==> src/rtl/weight_load_ctrl.sv <==
// Weight-row loader: reads NUM_PE consecutive SRAM words from base_addr and strobes one PE load enable per word.
// Optional WGT_LOAD_STALL_EN adds mem_gnt; a read issues only in granted cycles.
module weight_load_ctrl #(
   parameter int DATA_WIDTH = 8,
   parameter int NUM_PE     = 9,
   parameter int ADDR_WIDTH = 10
) (
   input  logic                  clk,
   input  logic                  rst_n,
   input  logic                  start,
   input  logic [ADDR_WIDTH-1:0] base_addr,
   output logic                  mem_rd_en,
   output logic [ADDR_WIDTH-1:0] mem_addr,
   input  logic [DATA_WIDTH-1:0] mem_rdata,
`ifdef WGT_LOAD_STALL_EN
   input  logic                  mem_gnt,
`endif
   output logic [DATA_WIDTH-1:0] wgt_data,
   output logic [NUM_PE-1:0]     set_wgt,
   output logic                  busy,
   output logic                  done
);

   localparam int CNT_W = $clog2(NUM_PE);
   localparam logic [CNT_W-1:0] LAST = CNT_W'(NUM_PE - 1);

   typedef enum logic [1:0] {S_IDLE, S_READ, S_DRAIN, S_DONE} state_t;

   state_t                state_q, state_d;
   logic [CNT_W-1:0]      cnt_q, cnt_d;
   logic [CNT_W-1:0]      cnt_inc;
   logic [ADDR_WIDTH-1:0] base_q, base_d;
   logic [ADDR_WIDTH-1:0] addr_q, addr_d;
   logic                  rd_q, rd_d;
   logic [NUM_PE-1:0]     set_wgt_q, set_wgt_d;
   logic                  busy_q, busy_d;
   logic                  done_q, done_d;
   logic                  gnt;

`ifdef WGT_LOAD_STALL_EN
   assign gnt = mem_gnt;
`else
   assign gnt = 1'b1;
`endif

   assign cnt_inc = cnt_q + 1'b1;

   always_comb begin
      state_d   = state_q;
      cnt_d     = cnt_q;
      base_d    = base_q;
      addr_d    = addr_q;
      rd_d      = rd_q;
      busy_d    = busy_q;
      set_wgt_d = '0;
      done_d    = 1'b0;
      case (state_q)
         S_IDLE: begin
            if (start) begin
               state_d = S_READ;
               base_d  = base_addr;
               addr_d  = base_addr;
               cnt_d   = '0;
               rd_d    = 1'b1;
               busy_d  = 1'b1;
            end
         end
         S_READ: begin
            // rd_q is the pending request; it only counts as a read when granted
            if (rd_q && gnt) begin
               set_wgt_d = NUM_PE'(1) << cnt_q;
               if (cnt_q == LAST) begin
                  rd_d    = 1'b0;
                  state_d = S_DRAIN;
               end else begin
                  cnt_d  = cnt_inc;
                  addr_d = base_q + ADDR_WIDTH'(cnt_inc);
               end
            end
         end
         S_DRAIN: begin
            state_d = S_DONE;
            done_d  = 1'b1;
            busy_d  = 1'b0;
         end
         default: state_d = S_IDLE;
      endcase
   end

   always_ff @(posedge clk or negedge rst_n) begin
      if (!rst_n) begin
         state_q   <= S_IDLE;
         cnt_q     <= '0;
         base_q    <= '0;
         addr_q    <= '0;
         rd_q      <= 1'b0;
         set_wgt_q <= '0;
         busy_q    <= 1'b0;
         done_q    <= 1'b0;
      end else begin
         state_q   <= state_d;
         cnt_q     <= cnt_d;
         base_q    <= base_d;
         addr_q    <= addr_d;
         rd_q      <= rd_d;
         set_wgt_q <= set_wgt_d;
         busy_q    <= busy_d;
         done_q    <= done_d;
      end
   end

   assign mem_rd_en = rd_q & gnt;
   assign mem_addr  = addr_q;
   assign wgt_data  = mem_rdata;
   assign set_wgt   = set_wgt_q;
   assign busy      = busy_q;
   assign done      = done_q;

endmodule

==> config.mk <==
export PLATFORM = sky130hd
export DESIGN_NAME = weight_load_ctrl
export DESIGN_NICKNAME = d
export VERILOG_FILES = /design/src/rtl/weight_load_ctrl.sv
export SDC_FILE = /design/constraint.sdc
export NUM_CORES = 1
export LEC_CHECK = 0
export ABC_AREA = 1
export CAP_MARGIN = 20
export CORE_MARGIN = 2
export CORE_UTILIZATION = 40
export DETAILED_ROUTE_END_ITERATION = 10
export GPL_TIMING_DRIVEN = 0
export PLACE_DENSITY = 0.74
export SYNTH_ARGS = -nofsm -noshare
export SYNTH_HDL_FRONTEND = slang
export SYNTH_SLANG_ARGS = --single-unit
==> constraint.sdc <==
create_clock -name clk -period 2.4 [get_ports clk]
set_clock_uncertainty 0.2 [all_clocks]
set_input_delay 0.48 -clock clk [delete_from_list [all_inputs] [get_ports clk]]
set_output_delay 0.48 -clock clk [all_outputs]
set_load 0.05 [all_outputs]
==> results.yml, run 1 <==
critical_path:
  cpPeakStageDelay_ns: 0.43
  cp-start-kind: "register"
  cp.depth: 11
  r2r-start: "cnt_q[0]"
  cpMostUsedCell: "nand2_1"
  crit_path_end_kind: "register"
  rr_endpoint: "mem_addr[8]"
  required_ns: 2.39
  crit_arrival_ns: 2.19
  worstSetupPathType: "register to register"
  crit_start: "cnt_q[0]"
  r2r_slack_ns: 0.20
  r2r_cells: 11
  crit_fanout: 5
  slowest_stage: "dfrtp_1"
  crit_chain: "ha_2, ha_1, inv_1, ha_4, nand2_2, o21ai_4, nand2_1, nand2_1, nand3_1, nand2_1, nand2_1"
  cp_num_buf_inv: 1
  cpLargestDelayFamily: "adder cells"
detailed_routing:
  drtIter0Drc: 82
  ant_nets: 0
  drcViolationCount: 0
  wirelength_mm: 4.30
  wl_per_cell_um: 11.5
  vias: 1779
  vias_per_cell: 4.76
  drtPass1Iterations: 4
job:
  maxCapViolCount: 0
cts:
  clkTransAtPathRegs_ns: 0.08
  cts_buffers: 5
  hold_buffers: 0
  cts_buffer_depth: 2
  cts_root_buf: "clkbuf_8"
  cts_tree: "yes"
  cts.htree.levels: 2
  clock-sinks: 38
  clkLatencyLatePin_ns: 0.30
global_routing:
  grt_pass1_vias: 1675
  track_usage_pct: 15.8
  gr-total-overflow: 0
  grt_first_pass_wirelength_mm: 7.42
  antenna_found_initial: 0
  grt_max_degree: 39
floorplanning:
  die_w_um: 76.1
  die_area_um2: 5790
  fp-row-count: 26
  io_pins: 51
  start_util_pct: 41.0
  die-height_um: 76.1
  core-area_um2: 5070
power:
  p_leak_nw: 1.35
  p_total_mw: 3.97
  ir_drop_uv: 677
  power_per_cell_area_nw_per_um2: 1440
logic_synthesis:
  yosysTopAreaCell: "dfrtp_1"
  synth_edf_count: 0
  synthFlopType: "dfrtp_1"
  syn_area_per_cell_um2: 8.22
  seq_area_frac_synth_pct: 45.7
  netlist_area_um2: 2080
  synth_top_cells_by_area: "dfrtp_1 (46%), nand2_1 (13%), ha_1 (7.8%), inv_1 (6.5%), o21ai_0 (4.6%)"
  ys.warnings.count: 0
  synthArstFlopShare_pct: 100
  yosys.area.top_type_share_pct: 45.7
  syn-num-nets: 288
  synth_seq_cells: 38
  syn_inst: 253
  yosysUniqueCellTypes: 27
timing:
  fmax_mhz: 455
  drv_slew: 0
  fin_crit_sh_pct: 91.6
  setup_viol: 0
  min_period_ns: 2.20
  rsz0062_at_grt: "false"
  relSlewSlack_pct: 44.2
  whs_ns: 0.0840
  layout_setup_ws_ns: 0.202
  worst_pin_slew_ns: 0.838
  hold_viol: 0
hold_path:
  hold_class: "input pin to async pin"
finish:
  num_antenna_cells: 0
  area_growth_pct: 32.6
  drive_above_1_share_pct: 13.2
  nNetsFinal: 338
place:
  port_buffers: 42
  gp_congestion: 0.865
  dp_slack_ns: 0.0784
  dp_hpwl_mm: 3.15
outcome:
  status: "complete, no violations"
-- worst register-to-register path, cell delays in order (launching register included) --
cell and delay, ns:
dfrtp_1 0.43, ha_2 0.21, ha_1 0.30, inv_1 0.07, ha_4 0.29, nand2_2 0.07, o21ai_4 0.21, nand2_1 0.07
nand2_1 0.06, nand3_1 0.07, nand2_1 0.07, nand2_1 0.04
-- how the worst max path moves through the flow --
| stage | endpoint | slack [ns] |
|---|---|---|
| floorplan | mem_addr[4] | 0.26 |
| global placement | mem_addr[0] | -0.21 |
| detailed placement | mem_addr[8] | 0.08 |
| CTS | mem_addr[8] | 0.06 |
| global route | mem_addr[6] | 0.03 |
| finish | mem_addr[8] | 0.20 |
-- layout by cell type (no fill, tap or decap), types with 3 or more instances in the layout --
master / Yosys / routed
nor2_1: 10 / 10
clkbuf_8: 0 / 5
nor3_1: 4 / 4
buf_4: 10 / 11
ha_1: 13 / 11
dfrtp_1: 38 / 37
buf_2: 2 / 3
nand3_1: 16 / 16
o21ai_0: 19 / 19
inv_1: 36 / 36
a21oi_2: 6 / 6
a21oi_1: 3 / 3
nand2_1: 74 / 73
clkdlybuf4s50_1: 0 / 41
-- cells in the mapped netlist (2+ instances only) --
cell	instances
buf_2	2
a21oi_2	6
nor3_1	4
buf_4	10
a21oi_1	3
inv_1	36
o21ai_2	2
dfrtp_1	38
nand2_1	74
inv_2	2
xnor2_1	2
nand4_1	2
nor4_1	2
o21ai_0	19
nor2_1	10
xor2_1	2
nand3_1	16
ha_1	13
o22ai_1	2
-- stage by stage --
| stage | area (µm²) | TNS, ns | utilization, % | std cells |
|---|---|---|---|---|
| after detailed placement | 2580 | 0 | 50.9 | 365 |
| final | 2760 | 0 | 54.3 | 374 |
| after CTS | 2720 | 0 | 53.6 | 373 |
| after floorplan | 2080 | 0 | - | 253 |
| after global routing | 2760 | 0 | 54.3 | 374 |
| after global placement | 2590 | -8.05 | 51.0 | 365 |
-- routing by layer --
layer	routed length [µm]	share of wire, %	track usage, %
met5	0	0	0
met4	73	1.7	6.36
met3	206	4.8	3.67
met2	1990	46	25.6
met1	2030	47	20.6
-- report_power, final --
part / switching (mW) / internal [mW]
clock: 0.234 / 0.416
combinational: 1.45 / 0.795
sequential: 0.179 / 0.894
-- logic make-up (layout without fill, tap and decap cells) --
kind of cell / after synthesis / count (layout) / synth area share [%]
AOI/OAI and AO/OA: 34 / 34 / 9.81
and+or+nand+nor: 111 / 111 / 22.3
adders and majority gates: 14 / 14 / 8.78
xor gates and xnor gates: 4 / 4 / 1.69
buffers and inverters: 52 / 103 / 11.7
DFF: 38 / 38 / 45.7
-- area by class of cell --
class | count | area (µm²)
Clock inverter | 3 | 68.8
Buffer | 14 | 100
Inverter | 38 | 143
Fill cell | 468 | 2320
Multi-Input combinational cell | 163 | 913
Tap cell | 70 | 87.6
Sequential cell | 38 | 952
Clock buffer | 5 | 68.8
Timing Repair Buffer | 43 | 423
-- sequential cells by signal, summed over array words and instances (netlist names) --
name,count
base_q,10
busy,1
cnt_q,4
done,1
mem_addr,10
mem_rd_en,1
set_wgt,9
state_q,2
-- what timing repair did --
action / 4_1_cts / 5_1_grt
setup endpoints to repair: 0 / 6
gates resized for setup: 0 / 6
buffers inserted: 0 / 1
Power figures use the tool's default switching activity.
==> run 2, diff against run 1 <==
- CAP_MARGIN: 20 -> 40
- GPL_TIMING_DRIVEN: 0 -> not set
==> results.yml, run 2 (synthesized netlist as in run 1, its figures left out) <==
outcome:
  status: "complete, no violations"
detailed_routing:
  vias: 1667
  drcViolationCount: 0
  wl_per_cell_um: 11.5
  wirelength_mm: 4.11
  drtPass1Iterations: 4
  drtIter0Drc: 107
  ant_nets: 0
  vias_per_cell: 4.64
finish:
  num-fill-cells: 486
  num_antenna_cells: 0
  nNetsFinal: 323
  drive_above_1_share_pct: 10.7
  area_growth_pct: 25.5
  most-common-layout-cells: "nand2_1 (73), dfrtp_1 (37), inv_1 (36)"
  fin_area_um2: 2610
  mostFrequentLayoutCell: "nand2_1"
  multiInputGateArea_um2: 908
  seqCellArea_um2: 952
place:
  gp_congestion: 0.884
  dp_slack_ns: 0.104
  placed_cell_area_um2: 2460
  port_buffers: 34
  dp_hpwl_mm: 3.07
timing:
  worst_pin_slew_ns: 0.500
  setup_viol: 0
  relSlewSlack_pct: 66.5
  min_period_ns: 2.21
  whs_ns: 0.285
  fin_crit_sh_pct: 91.9
  drv_slew: 0
  setup_tns_ns: 0
  fmax_mhz: 453
  layout_setup_ws_ns: 0.193
  hold_viol: 0
  rsz0062_at_grt: "false"
floorplanning:
  die-height_um: 76.1
  start_util_pct: 41.0
  die_area_um2: 5790
  core-area_um2: 5070
  fp-row-count: 26
  die_w_um: 76.1
  io_pins: 51
critical_path:
  crit_end: "mem_addr[8]"
  worstSetupPathType: "register to register"
  crit_arrival_ns: 2.19
  required_ns: 2.39
  r2r_cells: 11
  crit_path_end_kind: "register"
  crit_start: "cnt_q[0]"
  r2r_slack_ns: 0.19
  cp-start-kind: "register"
  r2r-start: "cnt_q[0]"
  crit_fanout: 5
  rr_endpoint: "mem_addr[8]"
global_routing:
  gr-max-usage-layer: "met2"
  antenna_found_initial: 0
  grt_pass1_vias: 1718
  grt_util_met3_pct: 3.79
  track_usage_pct: 15.7
  global_route.usage.met2_pct: 25.8
  grt_first_pass_wirelength_mm: 7.44
  gr-total-overflow: 0
  grt_max_degree: 39
  grtUsageMet1_pct: 19.7
cts:
  cts_buffer_depth: 2
  cts_root_buf: "clkbuf_8"
  clock-sinks: 38
  cts_buffers: 5
  cts.htree.levels: 2
  clkLatencyLatePin_ns: 0.29
  clkTransAtPathRegs_ns: 0.08
  cts_tree: "yes"
power:
  power_frac_comb_pct: 57.1
  p_total_mw: 3.77
  seqPwrFrac_pct: 28.8
  p_sw_mw: 1.79
  ir_drop_uv: 472
  internal_power_mw: 1.98
  p_leak_nw: 1.28
  power_per_cell_area_nw_per_um2: 1440
  swShare_pct: 47.6
  clkPwrFrac_pct: 14.0
hold_path:
  hold_class: "register to register"
  hp-start: "mem_addr[4]"
job:
  maxCapViolCount: 0
[run 2: changes by cell type in the layout (fill, tap and decap cells not counted), moves of 2 or more]
cell and delta:
buf_4 -5, buf_2 -2, clkinv_2 +2, clkdlybuf4s50_1 -8
[run 2: power by group through the flow]
stage	sequential (mW)	clock [mW]	combinational [mW]
2_1_floorplan	1.48	0	1.17
3_3_place_gp	1.08	0	2.06
3_5_place_dp	1.09	0	2.11
4_1_cts	1.08	0.542	2.11
5_1_grt	1.13	0.567	2.42
6_report	1.09	0.529	2.15
[run 2: final cells by class]
cell class,count,share of cell area (%)
tap,70,3.36
sequential,38,36.5
inverter,38,5.47
clock inverter,3,1.53
multi-input combinational,163,34.8
clock buffer,5,2.64
timing repair buffer,42,15.7
[run 2: worst min path at each step]
stage / depth (start not counted) / slack, ns / endpoint
finish: 2 / 0.29 / mem_addr[4]
global route: 2 / 0.33 / base_q[3]
CTS: 2 / 0.29 / mem_addr[8]
detailed placement: 2 / 0.26 / mem_addr[6]
global placement: 2 / 0.26 / mem_addr[3]
floorplan: 0 / -0.02 / base_q[0]
[run 2: repair_timing]
| action | in CTS | in global routing |
|---|---|---|
| resized for setup | 0 | 5 |
| endpoints found under the hold margin | 38 | 0 |
| hold buffers | 1 | 0 |
| setup endpoints to repair | 0 | 7 |
| buffers inserted | 0 | 1 |
[run 2: critical path, stage by stage (launching register included)]
cell and delay [ns]:
dfrtp_2 0.44, ha_1 0.24, ha_1 0.31, inv_1 0.07, ha_4 0.29, nand2_1 0.08, o21ai_4 0.18, nand2_1 0.07
nand2_1 0.06, nand3_1 0.06, nand2_1 0.06, nand2_1 0.04
[run 2: metrics by stage]
stage | std cells | utilization [%]
CTS | 358 | 50.8
detailed placement | 349 | 48.5
global placement | 348 | 48.1
global route | 359 | 51.4
floorplan | 253 | -
finish | 359 | 51.4
[run 2: routing by layer]
layer,vias up,part of all wire [%]
met2,47,45
met3,12,5.8
met4,0,2.2
met5,-,0
li1,858,-
met1,750,47
